`config.mk`:
```
export PLATFORM = sky130hd
export DESIGN_NAME = alu_op_sequencer_flat
export DESIGN_NICKNAME = d
export VERILOG_FILES = /design/src/rtl/alu_seq_pkg.sv /design/src/rtl/alu_op_sequencer_if.sv /design/src/rtl/op_fifo.sv /design/src/rtl/alu_op_sequencer.sv /design/src/flat_wrapper.sv
export SDC_FILE = /design/constraint.sdc
export NUM_CORES = 1
export LEC_CHECK = 0
export ABC_AREA = 1
export BUFFER_PORTS_ARGS = -buffer_cell sky130_fd_sc_hd__clkbuf_2
export CORE_MARGIN = 2
export CORE_UTILIZATION = 45
export CTS_CLUSTER_DIAMETER = 80
export DETAILED_ROUTE_END_ITERATION = 16
export GPL_TIMING_DRIVEN = 1
export PLACE_DENSITY = 0.67
export SYNTH_ARGS = -nofsm -noshare
export SYNTH_HDL_FRONTEND = slang
export SYNTH_SLANG_ARGS = --single-unit
```
`constraint.sdc`:
```
create_clock -name clock -period 2.3 [get_ports clock]
set_clock_uncertainty 0.1 [all_clocks]
set_input_delay 0.115 -clock clock [delete_from_list [all_inputs] [get_ports clock]]
set_output_delay 0.115 -clock clock [all_outputs]
set_load 0.01 [all_outputs]
```
`src/rtl/alu_seq_pkg.sv`:
```
// Shared types and constants for the ALU issue-stage sequencer.
// The request entry is packed as {opc, a, b, seld} with seld in the low bits.
package alu_seq_pkg;

    typedef enum logic [1:0] {
        ST_IDLE  = 2'd0,
        ST_ISSUE = 2'd1,
        ST_WAIT  = 2'd2,
        ST_HOLD  = 2'd3
    } state_e;

    localparam int OPC_W    = 8;
    localparam int OPD_W    = 8;
    localparam int SELD_W   = 2;
    localparam int SELD_LSB = 0;
    localparam int B_LSB    = SELD_LSB + SELD_W;
    localparam int A_LSB    = B_LSB + OPD_W;
    localparam int OPC_LSB  = A_LSB + OPD_W;
    localparam int ENTRY_W  = OPC_LSB + OPC_W;

    localparam int DEPTH_DEF   = 4;
    localparam int TIMEOUT_DEF = 16;
    localparam int WCNT_W      = 8;

    typedef struct packed {
        logic [OPC_W-1:0]  opc;
        logic [OPD_W-1:0]  a;
        logic [OPD_W-1:0]  b;
        logic [SELD_W-1:0] seld;
    } req_t;

    function automatic logic [ENTRY_W-1:0] pack_req(input req_t r);
        logic [ENTRY_W-1:0] e;
        e = {ENTRY_W{1'b0}};
        e[OPC_LSB  +: OPC_W]  = r.opc;
        e[A_LSB    +: OPD_W]  = r.a;
        e[B_LSB    +: OPD_W]  = r.b;
        e[SELD_LSB +: SELD_W] = r.seld;
        return e;
    endfunction

    function automatic req_t unpack_req(input logic [ENTRY_W-1:0] e);
        req_t r;
        r.opc  = e[OPC_LSB  +: OPC_W];
        r.a    = e[A_LSB    +: OPD_W];
        r.b    = e[B_LSB    +: OPD_W];
        r.seld = e[SELD_LSB +: SELD_W];
        return r;
    endfunction

endpackage

```
`src/rtl/alu_op_sequencer_if.sv`:
```
// Request, ALU-side and result signals of the sequencer bundled as one interface.
// slave is the sequencer's view; master is the surrounding environment's view.
interface alu_op_sequencer_if;
    import alu_seq_pkg::*;

    logic              in_valid;
    logic              in_ready;
    logic [OPC_W-1:0]  in_opc;
    logic [OPD_W-1:0]  in_a;
    logic [OPD_W-1:0]  in_b;
    logic [SELD_W-1:0] in_seld;
    logic              alu_enable;
    logic [OPC_W-1:0]  alu_opc;
    logic [OPD_W-1:0]  alu_a;
    logic [OPD_W-1:0]  alu_b;
    logic [SELD_W-1:0] alu_seld;
    logic [OPD_W-1:0]  alu_z;
    logic              alu_done;
    logic              res_valid;
    logic              res_ready;
    logic [OPD_W-1:0]  res_z;
    logic [OPC_W-1:0]  res_opc;
    logic              res_timeout;
    logic              busy;

    modport slave (
        input  in_valid, in_opc, in_a, in_b, in_seld, alu_z, alu_done, res_ready,
        output in_ready, alu_enable, alu_opc, alu_a, alu_b, alu_seld,
               res_valid, res_z, res_opc, res_timeout, busy
    );

    modport master (
        output in_valid, in_opc, in_a, in_b, in_seld, alu_z, alu_done, res_ready,
        input  in_ready, alu_enable, alu_opc, alu_a, alu_b, alu_seld,
               res_valid, res_z, res_opc, res_timeout, busy
    );
endinterface

```
`src/rtl/op_fifo.sv`:
```
// Synchronous request FIFO; DEPTH must be a power of two so pointers wrap naturally.
module op_fifo #(
    parameter  int WIDTH = 26,
    parameter  int DEPTH = 4,
    localparam int PTR_W = $clog2(DEPTH),
    localparam int CNT_W = $clog2(DEPTH + 1)
) (
    input  logic             clock,
    input  logic             reset,
    input  logic             push,
    input  logic [WIDTH-1:0] push_data,
    input  logic             pop,
    output logic [WIDTH-1:0] pop_data,
    output logic             full,
    output logic             empty,
    output logic [CNT_W-1:0] count
);

    logic [WIDTH-1:0] mem_q [DEPTH];
    logic [WIDTH-1:0] mem_d [DEPTH];
    logic [PTR_W-1:0] wr_ptr_q, wr_ptr_d;
    logic [PTR_W-1:0] rd_ptr_q, rd_ptr_d;
    logic [CNT_W-1:0] count_q, count_d;
    logic             do_push;
    logic             do_pop;

    assign full     = (count_q == CNT_W'(DEPTH));
    assign empty    = (count_q == {CNT_W{1'b0}});
    assign count    = count_q;
    assign pop_data = mem_q[rd_ptr_q];

    // Next-state for storage, pointers and occupancy.
    always_comb begin
        do_push  = push && !full;
        do_pop   = pop && !empty;
        mem_d    = mem_q;
        wr_ptr_d = wr_ptr_q;
        rd_ptr_d = rd_ptr_q;
        if (do_push) begin
            mem_d[wr_ptr_q] = push_data;
            wr_ptr_d        = wr_ptr_q + PTR_W'(1);
        end else begin
            wr_ptr_d = wr_ptr_q;
        end
        if (do_pop) begin
            rd_ptr_d = rd_ptr_q + PTR_W'(1);
        end else begin
            rd_ptr_d = rd_ptr_q;
        end
        case ({do_push, do_pop})
            2'b10:   count_d = count_q + CNT_W'(1);
            2'b01:   count_d = count_q - CNT_W'(1);
            default: count_d = count_q;
        endcase
    end

    // State registers with synchronous clear.
    always_ff @(posedge clock) begin
        if (reset) begin
            for (int i = 0; i < DEPTH; i++) begin
                mem_q[i] <= {WIDTH{1'b0}};
            end
            wr_ptr_q <= {PTR_W{1'b0}};
            rd_ptr_q <= {PTR_W{1'b0}};
            count_q  <= {CNT_W{1'b0}};
        end else begin
            mem_q    <= mem_d;
            wr_ptr_q <= wr_ptr_d;
            rd_ptr_q <= rd_ptr_d;
            count_q  <= count_d;
        end
    end

endmodule

```
`src/rtl/alu_op_sequencer.sv`:
```
// One-op-in-flight issue stage in front of a free-running ALU: queue, issue,
// wait for done (with timeout), then hold the result on a valid/ready handshake.
module alu_op_sequencer
    import alu_seq_pkg::*;
#(
    parameter int DEPTH   = DEPTH_DEF,
    parameter int TIMEOUT = TIMEOUT_DEF
) (
    input logic               clock,
    input logic               reset,
    alu_op_sequencer_if.slave bus
);

    localparam int FCNT_W = $clog2(DEPTH + 1);

    state_e               state_q, state_d;
    logic [WCNT_W-1:0]    wait_cnt_q, wait_cnt_d, wait_inc;
    req_t                 alu_req_q, alu_req_d;
    logic                 alu_enable_q, alu_enable_d;
    logic                 res_valid_q, res_valid_d;
    logic [OPD_W-1:0]     res_z_q, res_z_d;
    logic [OPC_W-1:0]     res_opc_q, res_opc_d;
    logic                 res_timeout_q, res_timeout_d;

    req_t                 in_req;
    logic                 in_ready_s;
    logic                 fifo_push, fifo_pop, fifo_full, fifo_empty;
    logic [ENTRY_W-1:0]   fifo_wdata, fifo_rdata;
    logic [FCNT_W-1:0]    fifo_count;

    assign in_req     = '{opc: bus.in_opc, a: bus.in_a, b: bus.in_b, seld: bus.in_seld};
    assign fifo_wdata = pack_req(in_req);
    // Readiness comes from the registered count only, so a same-cycle pop never frees a slot.
    assign in_ready_s = !reset && (fifo_count < FCNT_W'(DEPTH));
    assign fifo_push  = bus.in_valid && in_ready_s && !fifo_full;

    op_fifo #(
        .WIDTH (ENTRY_W),
        .DEPTH (DEPTH)
    ) u_fifo (
        .clock     (clock),
        .reset     (reset),
        .push      (fifo_push),
        .push_data (fifo_wdata),
        .pop       (fifo_pop),
        .pop_data  (fifo_rdata),
        .full      (fifo_full),
        .empty     (fifo_empty),
        .count     (fifo_count)
    );

    // FSM next-state, issue strobe, wait counter and result capture.
    always_comb begin
        state_d       = state_q;
        wait_cnt_d    = wait_cnt_q;
        alu_req_d     = alu_req_q;
        alu_enable_d  = 1'b0;
        res_valid_d   = res_valid_q;
        res_z_d       = res_z_q;
        res_opc_d     = res_opc_q;
        res_timeout_d = res_timeout_q;
        fifo_pop      = 1'b0;
        wait_inc      = wait_cnt_q + WCNT_W'(1);
        case (state_q)
            ST_IDLE: begin
                if (!fifo_empty) begin
                    fifo_pop     = 1'b1;
                    alu_req_d    = unpack_req(fifo_rdata);
                    alu_enable_d = 1'b1;
                    state_d      = ST_ISSUE;
                end else begin
                    state_d = ST_IDLE;
                end
            end
            ST_ISSUE: begin
                wait_cnt_d = {WCNT_W{1'b0}};
                if (bus.alu_done) begin
                    res_valid_d   = 1'b1;
                    res_z_d       = bus.alu_z;
                    res_opc_d     = alu_req_q.opc;
                    res_timeout_d = 1'b0;
                    state_d       = ST_HOLD;
                end else begin
                    state_d = ST_WAIT;
                end
            end
            ST_WAIT: begin
                wait_cnt_d = wait_inc;
                // A done arriving in the final wait cycle beats the timeout.
                if (bus.alu_done) begin
                    res_valid_d   = 1'b1;
                    res_z_d       = bus.alu_z;
                    res_opc_d     = alu_req_q.opc;
                    res_timeout_d = 1'b0;
                    state_d       = ST_HOLD;
                end else if (wait_inc == WCNT_W'(TIMEOUT)) begin
                    res_valid_d   = 1'b1;
                    res_z_d       = {OPD_W{1'b0}};
                    res_opc_d     = alu_req_q.opc;
                    res_timeout_d = 1'b1;
                    state_d       = ST_HOLD;
                end else begin
                    state_d = ST_WAIT;
                end
            end
            ST_HOLD: begin
                if (bus.res_ready) begin
                    res_valid_d = 1'b0;
                    state_d     = ST_IDLE;
                end else begin
                    state_d = ST_HOLD;
                end
            end
            default: begin
                state_d = ST_IDLE;
            end
        endcase
    end

    // Registered FSM state and all registered outputs.
    always_ff @(posedge clock) begin
        if (reset) begin
            state_q       <= ST_IDLE;
            wait_cnt_q    <= {WCNT_W{1'b0}};
            alu_req_q     <= '{opc: 8'h00, a: 8'h00, b: 8'h00, seld: 2'b00};
            alu_enable_q  <= 1'b0;
            res_valid_q   <= 1'b0;
            res_z_q       <= {OPD_W{1'b0}};
            res_opc_q     <= {OPC_W{1'b0}};
            res_timeout_q <= 1'b0;
        end else begin
            state_q       <= state_d;
            wait_cnt_q    <= wait_cnt_d;
            alu_req_q     <= alu_req_d;
            alu_enable_q  <= alu_enable_d;
            res_valid_q   <= res_valid_d;
            res_z_q       <= res_z_d;
            res_opc_q     <= res_opc_d;
            res_timeout_q <= res_timeout_d;
        end
    end

    assign bus.in_ready    = in_ready_s;
    assign bus.alu_enable  = alu_enable_q;
    assign bus.alu_opc     = alu_req_q.opc;
    assign bus.alu_a       = alu_req_q.a;
    assign bus.alu_b       = alu_req_q.b;
    assign bus.alu_seld    = alu_req_q.seld;
    assign bus.res_valid   = res_valid_q;
    assign bus.res_z       = res_z_q;
    assign bus.res_opc     = res_opc_q;
    assign bus.res_timeout = res_timeout_q;
    assign bus.busy        = !fifo_empty || (state_q != ST_IDLE);

endmodule

```
`src/flat_wrapper.sv`:
```
// flat-port wrapper written by rule: the top's interface ports become plain ports
module alu_op_sequencer_flat import alu_seq_pkg::*;
#(
    parameter int DEPTH   = DEPTH_DEF,
    parameter int TIMEOUT = TIMEOUT_DEF
)
  (clock, reset, bus_in_valid, bus_in_opc, bus_in_a, bus_in_b, bus_in_seld, bus_alu_z, bus_alu_done, bus_res_ready, bus_in_ready, bus_alu_enable, bus_alu_opc, bus_alu_a, bus_alu_b, bus_alu_seld, bus_res_valid, bus_res_z, bus_res_opc, bus_res_timeout, bus_busy);
  alu_op_sequencer_if bus_i ();
  input logic clock;
  input logic reset;
  input wire logic [$bits(bus_i.in_valid)-1:0] bus_in_valid;
  input wire logic [$bits(bus_i.in_opc)-1:0] bus_in_opc;
  input wire logic [$bits(bus_i.in_a)-1:0] bus_in_a;
  input wire logic [$bits(bus_i.in_b)-1:0] bus_in_b;
  input wire logic [$bits(bus_i.in_seld)-1:0] bus_in_seld;
  input wire logic [$bits(bus_i.alu_z)-1:0] bus_alu_z;
  input wire logic [$bits(bus_i.alu_done)-1:0] bus_alu_done;
  input wire logic [$bits(bus_i.res_ready)-1:0] bus_res_ready;
  output wire logic [$bits(bus_i.in_ready)-1:0] bus_in_ready;
  output wire logic [$bits(bus_i.alu_enable)-1:0] bus_alu_enable;
  output wire logic [$bits(bus_i.alu_opc)-1:0] bus_alu_opc;
  output wire logic [$bits(bus_i.alu_a)-1:0] bus_alu_a;
  output wire logic [$bits(bus_i.alu_b)-1:0] bus_alu_b;
  output wire logic [$bits(bus_i.alu_seld)-1:0] bus_alu_seld;
  output wire logic [$bits(bus_i.res_valid)-1:0] bus_res_valid;
  output wire logic [$bits(bus_i.res_z)-1:0] bus_res_z;
  output wire logic [$bits(bus_i.res_opc)-1:0] bus_res_opc;
  output wire logic [$bits(bus_i.res_timeout)-1:0] bus_res_timeout;
  output wire logic [$bits(bus_i.busy)-1:0] bus_busy;
  assign bus_i.in_valid = bus_in_valid;
  assign bus_i.in_opc = bus_in_opc;
  assign bus_i.in_a = bus_in_a;
  assign bus_i.in_b = bus_in_b;
  assign bus_i.in_seld = bus_in_seld;
  assign bus_i.alu_z = bus_alu_z;
  assign bus_i.alu_done = bus_alu_done;
  assign bus_i.res_ready = bus_res_ready;
  assign bus_in_ready = bus_i.in_ready;
  assign bus_alu_enable = bus_i.alu_enable;
  assign bus_alu_opc = bus_i.alu_opc;
  assign bus_alu_a = bus_i.alu_a;
  assign bus_alu_b = bus_i.alu_b;
  assign bus_alu_seld = bus_i.alu_seld;
  assign bus_res_valid = bus_i.res_valid;
  assign bus_res_z = bus_i.res_z;
  assign bus_res_opc = bus_i.res_opc;
  assign bus_res_timeout = bus_i.res_timeout;
  assign bus_busy = bus_i.busy;
  alu_op_sequencer #(.DEPTH(DEPTH), .TIMEOUT(TIMEOUT)) u_core (.clock(clock), .reset(reset), .bus(bus_i));
endmodule
```
-- Yosys cells after proc, flatten, opt, wreduce, memory -nomap -nowiden
Cells that the tools add are included.
- $add $sub $neg: 5
- $mul: 0
- div/mod/pow operators: 0
- $lt $le $gt $ge: 4
- eq/ne operators: 10
- shift-type cells: 0
- muxes and demuxes: 32
- bitwise operators: 3
- reductions and logical operators: 19
- operators by type and width (kind ; number):
    104-bit bitwise mux ; 1
    26-bit 2-to-1 mux ; 3
    26-bit binary-select mux with 2-bit select ; 1
    26-bit demux with 2-bit select ; 1
    8-bit 2-to-1 mux ; 6
    8-bit one-hot mux with 2 select lines ; 3
    1-bit 2-to-1 mux ; 11
    8-bit by 1-bit adder with 8-bit output (second input constant) ; 1
    8-bit by 5-bit equality test with 1-bit output (second input constant) ; 1
    2-bit one-hot mux with 4 select lines ; 1
    2-bit equality test (second input constant) ; 3
    3-bit >= comparator (second input constant) ; 2
    1-bit logical AND ; 6
    2-bit inverter with 3-bit output ; 2
    3-bit one-hot mux with 2 select lines ; 1
    2-bit nonzero test ; 3
    2-bit by 1-bit adder with 2-bit output (second input constant) ; 2
    2-bit by 1-bit equality test with 1-bit output (second input constant) ; 2
    2-bit 2-to-1 mux ; 2
    2-bit inequality test (second input constant) ; 2
    4-bit AND reduction ; 1
    3-bit by 1-bit adder with 3-bit output (second input constant) ; 1
    3-bit equality test (second input constant) ; 1
    1-bit zero test ; 3
    13 further kinds ; 13
- register bits after elaboration: 166
- bits in latches: 0
- bits in writable memories: 0
- ROM bits: 0
- input bits: 39
- output and inout bits: 47
- word-level logic and storage cells: 91
- memories kept: 0

-- Logic depth before layout (Yosys ltp)
- depth after elaboration: 7
- mapped depth: 12
- depth with buffers taken out: 12

-- Hierarchy
From an unflattened synthesis, not the netlist that was laid out.
- cell total of the unflattened synthesis: 1363
- area, all modules: 8609.5 µm²
- modules (own cells, without submodules) (module ; instances ; cells each ; area an instance (µm²)):
    op_fifo ; 1 ; 1017 ; 6209.7
    alu_op_sequencer ; 1 ; 346 ; 2399.8

-- Worst setup path after synthesis
Ideal clock, no wire load.
- path type: register to register
- start point: register u_core.state_q[0]
- end point: register u_core.u_fifo.count_q[2] (netlist: u_core.u_fifo.count[2])
- arrival time: 2.017 ns
- required time: 2.072 ns
- path slack: 0.055 ns
- stages on the path, launching flop included: 13
- cell sequence: dfxtp_1 -> inv_1 -> ha_1 -> nand2_1 -> inv_2 -> clkbuf_1 -> ha_1 -> inv_1 -> fa_1 -> a21oi_1 -> o21ai_0 -> xor2_1 -> nor2_1
- cells in the longest elaborated chain, start to end: 5
- elaborated cells between the ends (all ways): 7
- ends and longest elaborated chain (element ; RTL line ; RTL):
    start: declaration ; alu_op_sequencer.sv:16 ; state_e state_q, state_d;
    start signal: assignment ; alu_op_sequencer.sv:132 ; state_q <= state_d;
    2-bit zero test (*) ; alu_op_sequencer.sv:64 ; case (state_q)
    1-bit 2-to-1 mux (*) ; alu_op_sequencer.sv:64 ;
    1-bit logical AND (*) ; op_fifo.sv:35 ; do_pop = pop && !empty;
    2-bit by 1-bit equality test with 1-bit output or 2-bit equality test (tied branches) ; op_fifo.sv:50 ; case ({do_push, do_pop})
    3-bit one-hot mux with 2 select lines or 2-bit nonzero test (tied branches) ; n/a ;
    end signal: assignment ; op_fifo.sv:65 ; count_q <= {CNT_W{1'b0}};
    end signal: assignment ; op_fifo.sv:70 ; count_q <= count_d;
    end: declaration ; op_fifo.sv:23 ; logic [CNT_W-1:0] count_q, count_d;
Every way passes the cells marked *; elsewhere a longest branch is shown, timed or not.
A chain may end at the register's enable or synchronous reset.

-- Worst setup path in the final report
Same ends and word-level chain as after synthesis.

==> results.rst <==
.. list-table::
   :header-rows: 1

   * - Metric
     - Value
   * - TritonCTS clock tree
     - built
   * - Syn-to-layout area delta
     - 22.8%
   * - Full die area
     - 0.0164 mm2
   * - Synth top area share
     - 0.480
   * - Gpl congestion
     - 0.767
   * - Crit path required time
     - 2.48 ns
   * - Fraction of the cycle the final worst path needs
     - 0.874
   * - Peak-usage layer in the global routing report
     - met2
   * - CTS root buffer
     - clkbuf_16
   * - Count of final max-slew check failures
     - 0
   * - Number of levels the H-tree was split into
     - 4
   * - Num CTS Buffers
     - 17
   * - Post-synthesis cell type count
     - 33
   * - Global routing met1 resource utilization
     - 0.289
   * - PortBufs
     - 85
   * - Setup-failing EPs final
     - 0
   * - Worst min-delay path class
     - input pin to flop
   * - Fin Setup TNS
     - 0 ns
   * - Worst Setup End Kind
     - flop
   * - Endpoint of the worst register-to-register path
     - u_core.u_fifo.count[2]
   * - Violation count after the first detailed-routing iteration
     - 531
   * - Number of sinks handled by clock tree synthesis
     - 166
   * - Pwr/cell area
     - 1070 mW/mm2
   * - Aggregate global-route resource usage
     - 0.221
   * - Height of the chip
     - 128 um
   * - Clk_lat worst skew
     - 0.42 ns
   * - Post-detailed-route count of antenna-violating nets
     - 0
   * - Syn Area/Cell
     - 7.64 um2
   * - Hold-critical path endpoint
     - u_core.u_fifo.wr_ptr_q[0]
   * - Largest area contributor in the netlist
     - dfxtp_1
   * - Worst slew pin tran
     - 0.913 ns
   * - Number of antenna violations at the first check in global routing
     - 0
   * - Dpl hpwl
     - 10.3 mm
   * - Number of global-route vias before repair
     - 5848
   * - Relative slew slack
     - 0.392
   * - Final Non-Filler Cells
     - 1200
   * - GR met3 Demand/Resource
     - 0.0413
   * - Flip-flop and latch count after synthesis
     - 166
   * - Number of buffers inserted for hold repair after clock tree synthesis
     - 37
   * - Final period demand of the worst path
     - 2.01 ns
   * - Unrepaired setup endpoints after global routing
     - no
   * - Layout Nets
     - 1051
   * - Post-synthesis sequential area ratio
     - 0.480
   * - Leakage dissipation
     - 3.18 nW
   * - Detailed-route wire length
     - 17.7 mm
   * - Starting density of the core
     - 0.457
   * - Final hold vios
     - 0
   * - Maximum vdd ir drop
     - 0.535 mV
   * - Critical path class
     - flop to flop
   * - Routed length per instance
     - 14.7 um
   * - Area of the mapped netlist
     - 0.00693 mm2
   * - Resized Gates After CTS
     - 0
   * - Nets in the synthesized netlist
     - 957
   * - Max Cap Violations
     - 0
   * - Number of cells on the worst hold path
     - 4
   * - Final routed DRC violation total
     - 0
   * - Width of the chip
     - 128 um
   * - Placeable Area
     - 0.0151 mm2
   * - CP arrival
     - 2.19 ns
   * - Warning count from the yosys run
     - 0
   * - GRT met2 Usage
     - 0.367
   * - Outcome
     - finished, final reports clean
   * - Max Fclk
     - 0.497 GHz
   * - First-pass GRT wire length
     - 28.7 mm
   * - Drt pass-1 iters
     - 6
   * - Launch point of the worst hold path
     - reset
   * - Number of buffers inserted by post-CTS setup repair
     - 0
   * - Vias after detailed routing
     - 6346
   * - Reg-to-reg critical path startpoint
     - u_core.state_q[0]
   * - Cell count after placement
     - 1132
   * - Worst-case clock buffer depth
     - 2
   * - Cells after Synth
     - 906
   * - Placement Rows
     - 45
   * - Internal reg-to-reg setup slack
     - 0.29 ns
   * - Pin count of the biggest net entering global routing
     - 81
   * - Global route overflow
     - 0
   * - # IOs
     - 86
   * - Clock slew seen by the registers of the worst setup and hold paths
     - 0.06 ns
   * - Launching element type of the critical path
     - flop
   * - Leading cell types by total area after synthesis
     - dfxtp_1, a21oi_1, o21ai_0, nand2_1, nand3_1
   * - Maximum net fanout on the critical path
     - 3
   * - ANT cells
     - 0
   * - Depth of the worst register-to-register path
     - 11
   * - Via-per-instance ratio
     - 5.29
   * - Fraction of layout cells with a size suffix above 1
     - 0.152
==> report_power, final <==
part           total [mW]  switching [mW]  internal [mW]  leakage (nW)
Sequential           3.45           0.205           3.25          1.35
Clock                3.12            1.13           1.99         0.315
Combinational        2.53            1.65          0.880          1.51
Total                9.11            2.99           6.12          3.18
==> area by class of cell <==
type / count / area [um2]
Clock inverter: 7 / 140
Clock buffer: 24 / 512
Sequential cell: 166 / 3320
Multi-Input combinational cell: 586 / 2990
Inverter: 86 / 323
Timing Repair Buffer: 143 / 978
Tap cell: 188 / 235
Fill cell: 1390 / 6640
==> worst max-delay path, cell delays in order (launching register included) <==
cell and delay, ns:
dfxtp_1 0.33, inv_1 0.10, ha_1 0.17, nand2_1 0.08
inv_2 0.06, ha_1 0.13, inv_1 0.07, fa_1 0.38
a21oi_1 0.14, o21ai_0 0.11, xor2_1 0.14, nor2_1 0.05
==> cell usage in the layout (no fill, tap or decap), drive strengths merged, types with 21 or more instances in the layout <==
master	instances
nand3	73
dfxtp	166
clkbuf	109
dlygate4sd3	37
buf	21
a21oi	189
a31oi	22
o21ai	136
inv	85
nand2	116
==> metrics by stage <==
stage          utilization  hold WS, ns  total power, mW  area [um2]  worst slack, ns
2_1_floorplan            -        0.140             5.13        6930           0.0549
3_3_place_gp         0.494        0.248             5.98        7480            0.334
3_5_place_dp         0.494        0.273             6.01        7480            0.295
4_1_cts              0.561       0.0269             9.17        8500            0.276
5_1_grt              0.561       0.0659             9.65        8500           0.0651
6_report             0.561       0.0295             9.11        8500            0.290
==> sequential cells by signal, indices dropped and copies added, names as in the netlist <==
register	cells
u_core.u_fifo.rd_ptr_q	2
u_core.bus.alu_a	8
u_core.bus.alu_opc	8
u_core.bus.alu_b	8
u_core.bus.alu_enable	1
u_core.bus.res_timeout	1
u_core.bus.alu_seld	2
u_core.u_fifo.count	3
u_core.bus.res_valid	1
u_core.state_q	2
u_core.u_fifo.wr_ptr_q	2
u_core.u_fifo.mem_q	104
u_core.wait_cnt_q	8
u_core.bus.res_z	8
u_core.bus.res_opc	8
==> kinds of logic after synthesis <==
group	after synthesis	share of synthesized area
xor+xnor	2	0.00253
buf+inv	154	0.0883
simple gates	218	0.143
compound gates	354	0.264
flops	166	0.480
fa+ha+maj	12	0.0228
==> cell usage after synthesis <==
master and number:
o21bai_2 1, buf_6 2, inv_1 81, dfxtp_1 166, a21oi_1 188, nor2_1 13, nand3b_1 7, o211ai_1 4
or2_2 1, nand2_4 2, ha_1 11, nand3_2 3, o21ai_2 1, a31oi_1 22, o21ai_0 132, o21ai_1 3
o21bai_1 1, clkinv_1 1, a21oi_2 1, nand2_2 1, nand2_1 113, buf_2 12, fa_1 1, nor3_1 3
nand4_1 2, xor2_1 2, nand3_1 70, clkbuf_1 50, buf_4 1, buf_1 3, o21a_1 1, nor2_2 3
inv_2 4
==> how the worst max path moves through the flow <==
stage,startpoint,to,slack (ns)
after floorplan,u_core.state_q[0],u_core.u_fifo.count[2],0.05
after global placement,u_core.state_q[0],u_core.u_fifo.count[2],0.33
after detailed placement,u_core.state_q[0],u_core.u_fifo.count[2],0.29
after CTS,u_core.state_q[0],u_core.u_fifo.count[2],0.28
after global routing,u_core.state_q[0],u_core.u_fifo.count[2],0.07
final,u_core.state_q[0],u_core.u_fifo.count[2],0.29
==> metal layers <==
metal  vias to the layer above  part of all wire
li1                       3260                 -
met1                      2908              0.47
met2                       154              0.47
met3                        24             0.044
met4                         0             0.017
met5                         -                 0
Power figures use the tool's default switching activity.
